===== config.mk =====
export PLATFORM = sky130hd
export DESIGN_NAME = spi_flash_reader
export DESIGN_NICKNAME = d
export VERILOG_FILES = /design/src/rtl/spi_flash_reader_pkg.sv /design/src/rtl/spi_flash_reader_byte_fifo.sv /design/src/rtl/spi_flash_reader.sv
export SDC_FILE = /design/constraint.sdc
export NUM_CORES = 1
export LEC_CHECK = 0
export BUFFER_PORTS_ARGS = -buffer_cell sky130_fd_sc_hd__buf_2
export CAP_MARGIN = 25
export CORE_ASPECT_RATIO = 1.5
export CORE_MARGIN = 1
export CORE_UTILIZATION = 50
export CTS_BUF_LIST = sky130_fd_sc_hd__clkbuf_4
export CTS_CLUSTER_DIAMETER = 30
export CTS_CLUSTER_SIZE = 20
export DETAILED_ROUTE_END_ITERATION = 10
export PLACE_DENSITY_LB_ADDON = 0.25
export SYNTH_ARGS = -nofsm -noshare
export SYNTH_HDL_FRONTEND = slang
export SYNTH_HIERARCHICAL = 1
export SYNTH_SLANG_ARGS = --single-unit

===== constraint.sdc =====
create_clock -name raw_clk -period 7.7 [get_ports raw_clk]
set_input_delay 0.385 -clock raw_clk [delete_from_list [all_inputs] [get_ports raw_clk]]
set_output_delay 0.385 -clock raw_clk [all_outputs]
set_load 0.02 [all_outputs]

===== src/rtl/spi_flash_reader_pkg.sv =====
// Shared constants, FSM encoding and byte-sequencing helper for spi_flash_reader.
// FLASH_FAST_READ_EN selects the 0x0B fast-read command with one dummy byte.
package spi_flash_reader_pkg;

  localparam logic [7:0] FLASH_CMD_READ      = 8'h03;
  localparam logic [7:0] FLASH_CMD_FAST_READ = 8'h0B;

`ifdef FLASH_FAST_READ_EN
  localparam logic [7:0] FLASH_CMD    = FLASH_CMD_FAST_READ;
  localparam int         HEADER_BYTES = 5;
`else
  localparam logic [7:0] FLASH_CMD    = FLASH_CMD_READ;
  localparam int         HEADER_BYTES = 4;
`endif

  typedef enum logic [3:0] {
    ST_IDLE  = 4'd0,
    ST_CMD   = 4'd1,
    ST_ADDR2 = 4'd2,
    ST_ADDR1 = 4'd3,
    ST_ADDR0 = 4'd4,
`ifdef FLASH_FAST_READ_EN
    ST_DUMMY = 4'd5,
`endif
    ST_DATA  = 4'd6,
    ST_XFER  = 4'd7,
    ST_GAP   = 4'd8
  } state_t;

  // Byte state that follows a completed header byte.
  function automatic state_t next_byte_state(input state_t s);
    state_t n;
    n = ST_DATA;
    case (s)
      ST_CMD:   n = ST_ADDR2;
      ST_ADDR2: n = ST_ADDR1;
      ST_ADDR1: n = ST_ADDR0;
`ifdef FLASH_FAST_READ_EN
      ST_ADDR0: n = ST_DUMMY;
`else
      ST_ADDR0: n = ST_DATA;
`endif
      default:  n = ST_DATA;
    endcase
    return n;
  endfunction

endpackage


===== src/rtl/spi_flash_reader_byte_fifo.sv =====
// Byte FIFO buffering received flash data; pointers wrap modulo DEPTH (power of two).
module spi_flash_reader_byte_fifo #(
  parameter int DEPTH = 4
) (
  input  logic                     clk,
  input  logic                     rst,
  input  logic                     push,
  input  logic [7:0]               push_data,
  input  logic                     pop,
  output logic [7:0]               pop_data,
  output logic                     full,
  output logic                     empty,
  output logic [$clog2(DEPTH):0]   count
);

  localparam int AW = $clog2(DEPTH);

  logic [7:0]    mem [DEPTH];
  logic [AW-1:0] wr_ptr;
  logic [AW-1:0] rd_ptr;
  logic [AW:0]   cnt;
  logic          do_push;
  logic          do_pop;

  assign empty    = (cnt == '0);
  assign full     = (cnt == (AW+1)'(DEPTH));
  assign do_pop   = pop && !empty;
  assign do_push  = push && !full;
  assign count    = cnt;
  assign pop_data = mem[rd_ptr];

  always_ff @(posedge clk) begin
    if (do_push) mem[wr_ptr] <= push_data;
  end

  always_ff @(posedge clk or posedge rst) begin
    if (rst) begin
      wr_ptr <= '0;
      rd_ptr <= '0;
      cnt    <= '0;
    end else begin
      if (do_push) wr_ptr <= wr_ptr + AW'(1);
      if (do_pop)  rd_ptr <= rd_ptr + AW'(1);
      case ({do_push, do_pop})
        2'b10:   cnt <= cnt + (AW+1)'(1);
        2'b01:   cnt <= cnt - (AW+1)'(1);
        default: cnt <= cnt;
      endcase
    end
  end

endmodule


===== src/rtl/spi_flash_reader.sv =====
// SPI flash read sequencer: cmd + 24-bit address (+ dummy with FLASH_FAST_READ_EN),
// then N data bytes pushed into a byte FIFO for the loader.
//
// Handshakes: spi_start is a one-cycle pulse; a byte is complete on the first cycle
// spi_busy is low after having been seen high. The read port pops on rd_valid && rd_ready.
module spi_flash_reader
  import spi_flash_reader_pkg::*;
#(
  parameter int FIFO_DEPTH = 4,
  parameter int CS_GAP     = 2
) (
  input  logic                          raw_clk,
  input  logic                          reset,
  input  logic                          start,
  input  logic [23:0]                   address,
  input  logic [7:0]                    length,
  output logic                          busy,
  output logic                          done,
  output logic [7:0]                    rd_data,
  output logic                          rd_valid,
  input  logic                          rd_ready,
  output logic                          flash_cs_n,
  output logic                          spi_start,
  output logic [7:0]                    spi_data_tx,
  input  logic [7:0]                    spi_data_rx,
  input  logic                          spi_busy,
  output logic [3:0]                    state_dbg,
  output logic [$clog2(FIFO_DEPTH):0]   fifo_level
);

  localparam int GW = $clog2(CS_GAP + 1);

  state_t        state, state_d;
  state_t        cur_byte, cur_byte_d;
  logic [23:0]   addr_q, addr_d;
  logic [8:0]    remaining, remaining_d;
  logic          seen_busy, seen_busy_d;
  logic [GW-1:0] gap_cnt, gap_cnt_d;
  logic          cs_n_q, cs_n_d;
  logic          start_q, start_d;
  logic [7:0]    tx_q, tx_d;
  logic          done_q, done_d;

  logic          fifo_push;
  logic          fifo_full;
  logic          fifo_empty;

  always_ff @(posedge raw_clk or posedge reset) begin
    if (reset) begin
      state     <= ST_IDLE;
      cur_byte  <= ST_CMD;
      addr_q    <= '0;
      remaining <= '0;
      seen_busy <= 1'b0;
      gap_cnt   <= '0;
      cs_n_q    <= 1'b1;
      start_q   <= 1'b0;
      tx_q      <= 8'h00;
      done_q    <= 1'b0;
    end else begin
      state     <= state_d;
      cur_byte  <= cur_byte_d;
      addr_q    <= addr_d;
      remaining <= remaining_d;
      seen_busy <= seen_busy_d;
      gap_cnt   <= gap_cnt_d;
      cs_n_q    <= cs_n_d;
      start_q   <= start_d;
      tx_q      <= tx_d;
      done_q    <= done_d;
    end
  end

  always_comb begin
    state_d     = state;
    cur_byte_d  = cur_byte;
    addr_d      = addr_q;
    remaining_d = remaining;
    seen_busy_d = seen_busy;
    gap_cnt_d   = gap_cnt;
    cs_n_d      = cs_n_q;
    start_d     = 1'b0;
    tx_d        = tx_q;
    done_d      = 1'b0;
    fifo_push   = 1'b0;

    unique case (state)
      ST_IDLE: begin
        // A start arriving while the master still drains a byte is dropped.
        if (start && !spi_busy) begin
          addr_d      = address;
          remaining_d = (length == 8'd0) ? 9'd256 : {1'b0, length};
          cs_n_d      = 1'b0;
          state_d     = ST_CMD;
        end
      end
      ST_CMD: begin
        tx_d       = FLASH_CMD;
        start_d    = 1'b1;
        cur_byte_d = ST_CMD;
        state_d    = ST_XFER;
      end
      ST_ADDR2: begin
        tx_d       = addr_q[23:16];
        start_d    = 1'b1;
        cur_byte_d = ST_ADDR2;
        state_d    = ST_XFER;
      end
      ST_ADDR1: begin
        tx_d       = addr_q[15:8];
        start_d    = 1'b1;
        cur_byte_d = ST_ADDR1;
        state_d    = ST_XFER;
      end
      ST_ADDR0: begin
        tx_d       = addr_q[7:0];
        start_d    = 1'b1;
        cur_byte_d = ST_ADDR0;
        state_d    = ST_XFER;
      end
`ifdef FLASH_FAST_READ_EN
      ST_DUMMY: begin
        tx_d       = 8'h00;
        start_d    = 1'b1;
        cur_byte_d = ST_DUMMY;
        state_d    = ST_XFER;
      end
`endif
      ST_DATA: begin
        // Only one byte is ever in flight, so a free slot now guarantees room on arrival.
        if (!fifo_full) begin
          tx_d       = 8'h00;
          start_d    = 1'b1;
          cur_byte_d = ST_DATA;
          state_d    = ST_XFER;
        end
      end
      ST_XFER: begin
        if (spi_busy) begin
          seen_busy_d = 1'b1;
        end else if (seen_busy) begin
          seen_busy_d = 1'b0;
          if (cur_byte == ST_DATA) begin
            fifo_push   = 1'b1;
            remaining_d = remaining - 9'd1;
            if (remaining == 9'd1) begin
              done_d    = 1'b1;
              cs_n_d    = 1'b1;
              gap_cnt_d = '0;
              state_d   = ST_GAP;
            end else begin
              state_d = ST_DATA;
            end
          end else begin
            state_d = next_byte_state(cur_byte);
          end
        end
      end
      ST_GAP: begin
        if (gap_cnt == GW'(CS_GAP - 1)) begin
          state_d = ST_IDLE;
        end else begin
          gap_cnt_d = gap_cnt + GW'(1);
        end
      end
      default: begin
        cs_n_d  = 1'b1;
        state_d = ST_IDLE;
      end
    endcase
  end

  spi_flash_reader_byte_fifo #(
    .DEPTH (FIFO_DEPTH)
  ) u_fifo (
    .clk       (raw_clk),
    .rst       (reset),
    .push      (fifo_push),
    .push_data (spi_data_rx),
    .pop       (rd_ready),
    .pop_data  (rd_data),
    .full      (fifo_full),
    .empty     (fifo_empty),
    .count     (fifo_level)
  );

  assign busy        = (state != ST_IDLE);
  assign done        = done_q;
  assign rd_valid    = !fifo_empty;
  assign flash_cs_n  = cs_n_q;
  assign spi_start   = start_q;
  assign spi_data_tx = tx_q;
  assign state_dbg   = state;

endmodule

==> flow_summary.toml <==
[yosys]
synth_xor_area_share_pct = 1.595
synth_top_area_share_pct = 33.60
synth_top_family_by_area = "multiplexers"
syn_nets = 393
yosysSeqAreaShare_pct = 56.66
synthArstFlopShare_pct = 65.59
synth_warnings = 6
synth_area_um2 = 4394
yosys.area.top_type = "dfrtp_1"
ys_types = 58
synth_area_per_cell_um2 = 12.96
synthFlopType = "dfrtp_1"
synth_compound_area_share_pct = 11.99
synth-edff-count = 32
synth.area.mux_share_pct = 12.96
postSynthCellCount = 339
synthSimpleGateAreaFrac_pct = 10.25
synth_fa_ha_area_share_pct = 2.733
synth-seq-cells = 93
synth_area_leaders = "dfrtp_1 (34%), edfxtp_1 (22%), mux2_4 (6.8%)"

[detailed_routing]
vias = 2944
dr.pass1.iters = 4
drtAntennaViolNets = 0
first_iter_violations = 169
drc = 0
via_per_inst = 5.683
wl_per_cell_um = 16.84
routed_wl_um = 8722

[power_and_ir_drop]
power_switching_uw = 725.4
comb_power_share_pct = 40.2
clkPwrFrac_pct = 13.9
ir_worst_vdd_v = 0.0002030
switching_share_pct = 40.32
internal-power_mw = 1.074
leakage_nw = 2.172
powerDensity_nw_per_um2 = 363.9
seqPwrFrac_pct = 45.9

[global_route]
grt-ovfl-total = 0
antenna_found_initial = 0
track_usage_pct = 21.03
first_global_vias = 2924
grt_max_degree = 55
grt_pass1_wl_um = 14390

[final_layout]
n_antenna_cell = 0
mostFrequentLayoutCell = "buf_2"
syn2layout_area_growth_pct = 12.50
layout_common_cells = "buf_2 (72), dfrtp_1 (59), edfxtp_1 (32)"
drive_above_1_share_pct = 34.55
final_nets = 460
layoutNonFillerInstCount = 518

[worst_setup_path]
r2r-start = "state_dbg[2]"
end_kind = "flip-flop"
crit_required_ns = 8.08
crit_type = "reg2reg"
r2r_cells = 8
arrival_ns = 3.16
startpoint_type = "flip-flop"
crit_start = "state_dbg[2]"
critPathMaxFanout = 18

[timing]
rsz0062_at_grt = "false"
relSlewSlack_pct = 45.90
clock_skew_ns = 0.01954
fin_crit_sh_pct = 36.13
period_minus_slack_ns = 2.782
hold_viol_final = 0
tns_ns = 0
tightest_slew_ns = 0.8109
slew_viol_final = 0
fmax_mhz = 359.5
setup_viol = 0

[clock_network]
cts.path.max_buffers = 2
post_cts_buffers = 0
cts_htree_levels = 3
clk_latency_ns = 0.45
clk_pin_slew_ns = 0.15
ctsRootBufferMaster = "clkbuf_4"
cts_resized = 0
cts_buffers = 9
cts_sinks = 93
cts_tree = "built"

[die]
coreArea_um2 = 8464
die_area_um2 = 9175
die_h_um = 116.8
row_count = 41
chipWidth_um = 78.55
start_util_pct = 51.91
ios = 73

[placement]
portBuffers = 72
gp_congestion = 0.8622
hpwl_um = 6333
place_inst = 501

[worst_hold_path]
holdCritStartpoint = "spi_data_rx[3]"
hold_depth = 1
hold_class = "in2reg"

[flow_run]
max-cap-violations = 0

[run_status]
status = "finished, final reports clean"
state kept, by name (all words and copies together), names as in the netlist:
| name | flops |
|---|---|
| u_fifo/mem | 32 |
| addr_q | 24 |
| remaining | 9 |
| spi_data_tx | 8 |
| state_dbg | 4 |
| cur_byte | 3 |
| u_fifo/count | 3 |
| gap_cnt | 2 |
| u_fifo/rd_ptr | 2 |
| u_fifo/wr_ptr | 2 |
| done | 1 |
| flash_cs_n | 1 |
| seen_busy | 1 |
| spi_start | 1 |
critical path, stage by stage (launching register included):
cell      delay, ns
dfrtp_1        0.65
nand4b_1       0.54
nor3_1         0.34
nor2b_4        0.26
inv_1          0.07
ha_1           0.22
inv_1          0.07
fa_1           0.41
mux2i_1        0.15
cell families after synthesis:
kind of cell | after synthesis
compound gates | 76
xor+xnor | 8
fa+ha+maj | 9
buf+inv | 37
flops | 93
mux | 36
simple gates | 80
cells in the mapped netlist (all sizes together), types with 3 or more instances:
master	count
nor2	19
and2	5
o21ai	15
dfrtp	59
mux4	8
buf	6
nand4b	3
nor2b	5
nand2	13
a22o	4
a221o	6
inv	18
a31oi	9
nor3	8
nand2b	5
xor2	4
or3	3
mux2	27
clkbuf	13
a21oi	14
a22oi	9
edfxtp	32
nand3	6
ha	8
xnor2	4
power by group through the flow:
stage | Clock (mW) | Sequential (mW) | Combinational (mW)
2_1_floorplan | 0 | 0.809 | 0.548
5_1_grt | 0.275 | 0.852 | 0.793
4_1_cts | 0.257 | 0.827 | 0.729
3_3_place_gp | 0 | 0.826 | 0.706
6_report | 0.251 | 0.826 | 0.723
3_5_place_dp | 0 | 0.835 | 0.728
per-stage QoR:
stage | utilization (%) | cell area, um^2 | setup slack, ns | hold WS [ns] | power, mW
6_report | 58.40 | 4943 | 4.918 | 0.1407 | 1.799
5_1_grt | 58.40 | 4943 | 4.597 | 0.1053 | 1.920
4_1_cts | 58.40 | 4943 | 4.915 | 0.1154 | 1.813
3_5_place_dp | 56.75 | 4803 | 4.936 | 0.3432 | 1.563
3_3_place_gp | 56.75 | 4803 | 4.997 | 0.3463 | 1.532
2_1_floorplan | - | 4394 | 5.133 | 0.1884 | 1.357
path summary, 6_finish.rpt:
kind / endpoint / slack [ns]
max: u_fifo/count[1] / 4.92
min: u_fifo/mem[1][3] / 0.14
max reg2reg: u_fifo/count[1] / 4.92
min reg2reg: seen_busy / 0.50
max in group asynchronous: state_dbg[0] / 6.58
min in group asynchronous: u_fifo/rd_ptr[1] / 0.41
layer usage:
metal | vias to the layer above | part of all wire, % | track usage, %
met5 | - | 0 | 0
met4 | 0 | 2.1 | 9.259
met3 | 16 | 4.8 | 4.651
met2 | 97 | 53 | 37.33
met1 | 1445 | 40 | 24.35
li1 | 1386 | - | -
repair_timing:
item	4_1_cts	5_1_grt
hold buffers	1	0
endpoints found under the setup margin	0	0
endpoints found under the hold margin	7	0
layout make-up:
class                   instances  area, um^2
fillers                       727        3521
flip-flops and latches         93        2490
multi-input cells             209        1737
repair buffers                 75       385.4
well taps                     107       133.9
clock buffers                  10       75.07
inverters                      18       67.56
clock inverters                 6       55.05
Power figures use the tool's default switching activity.
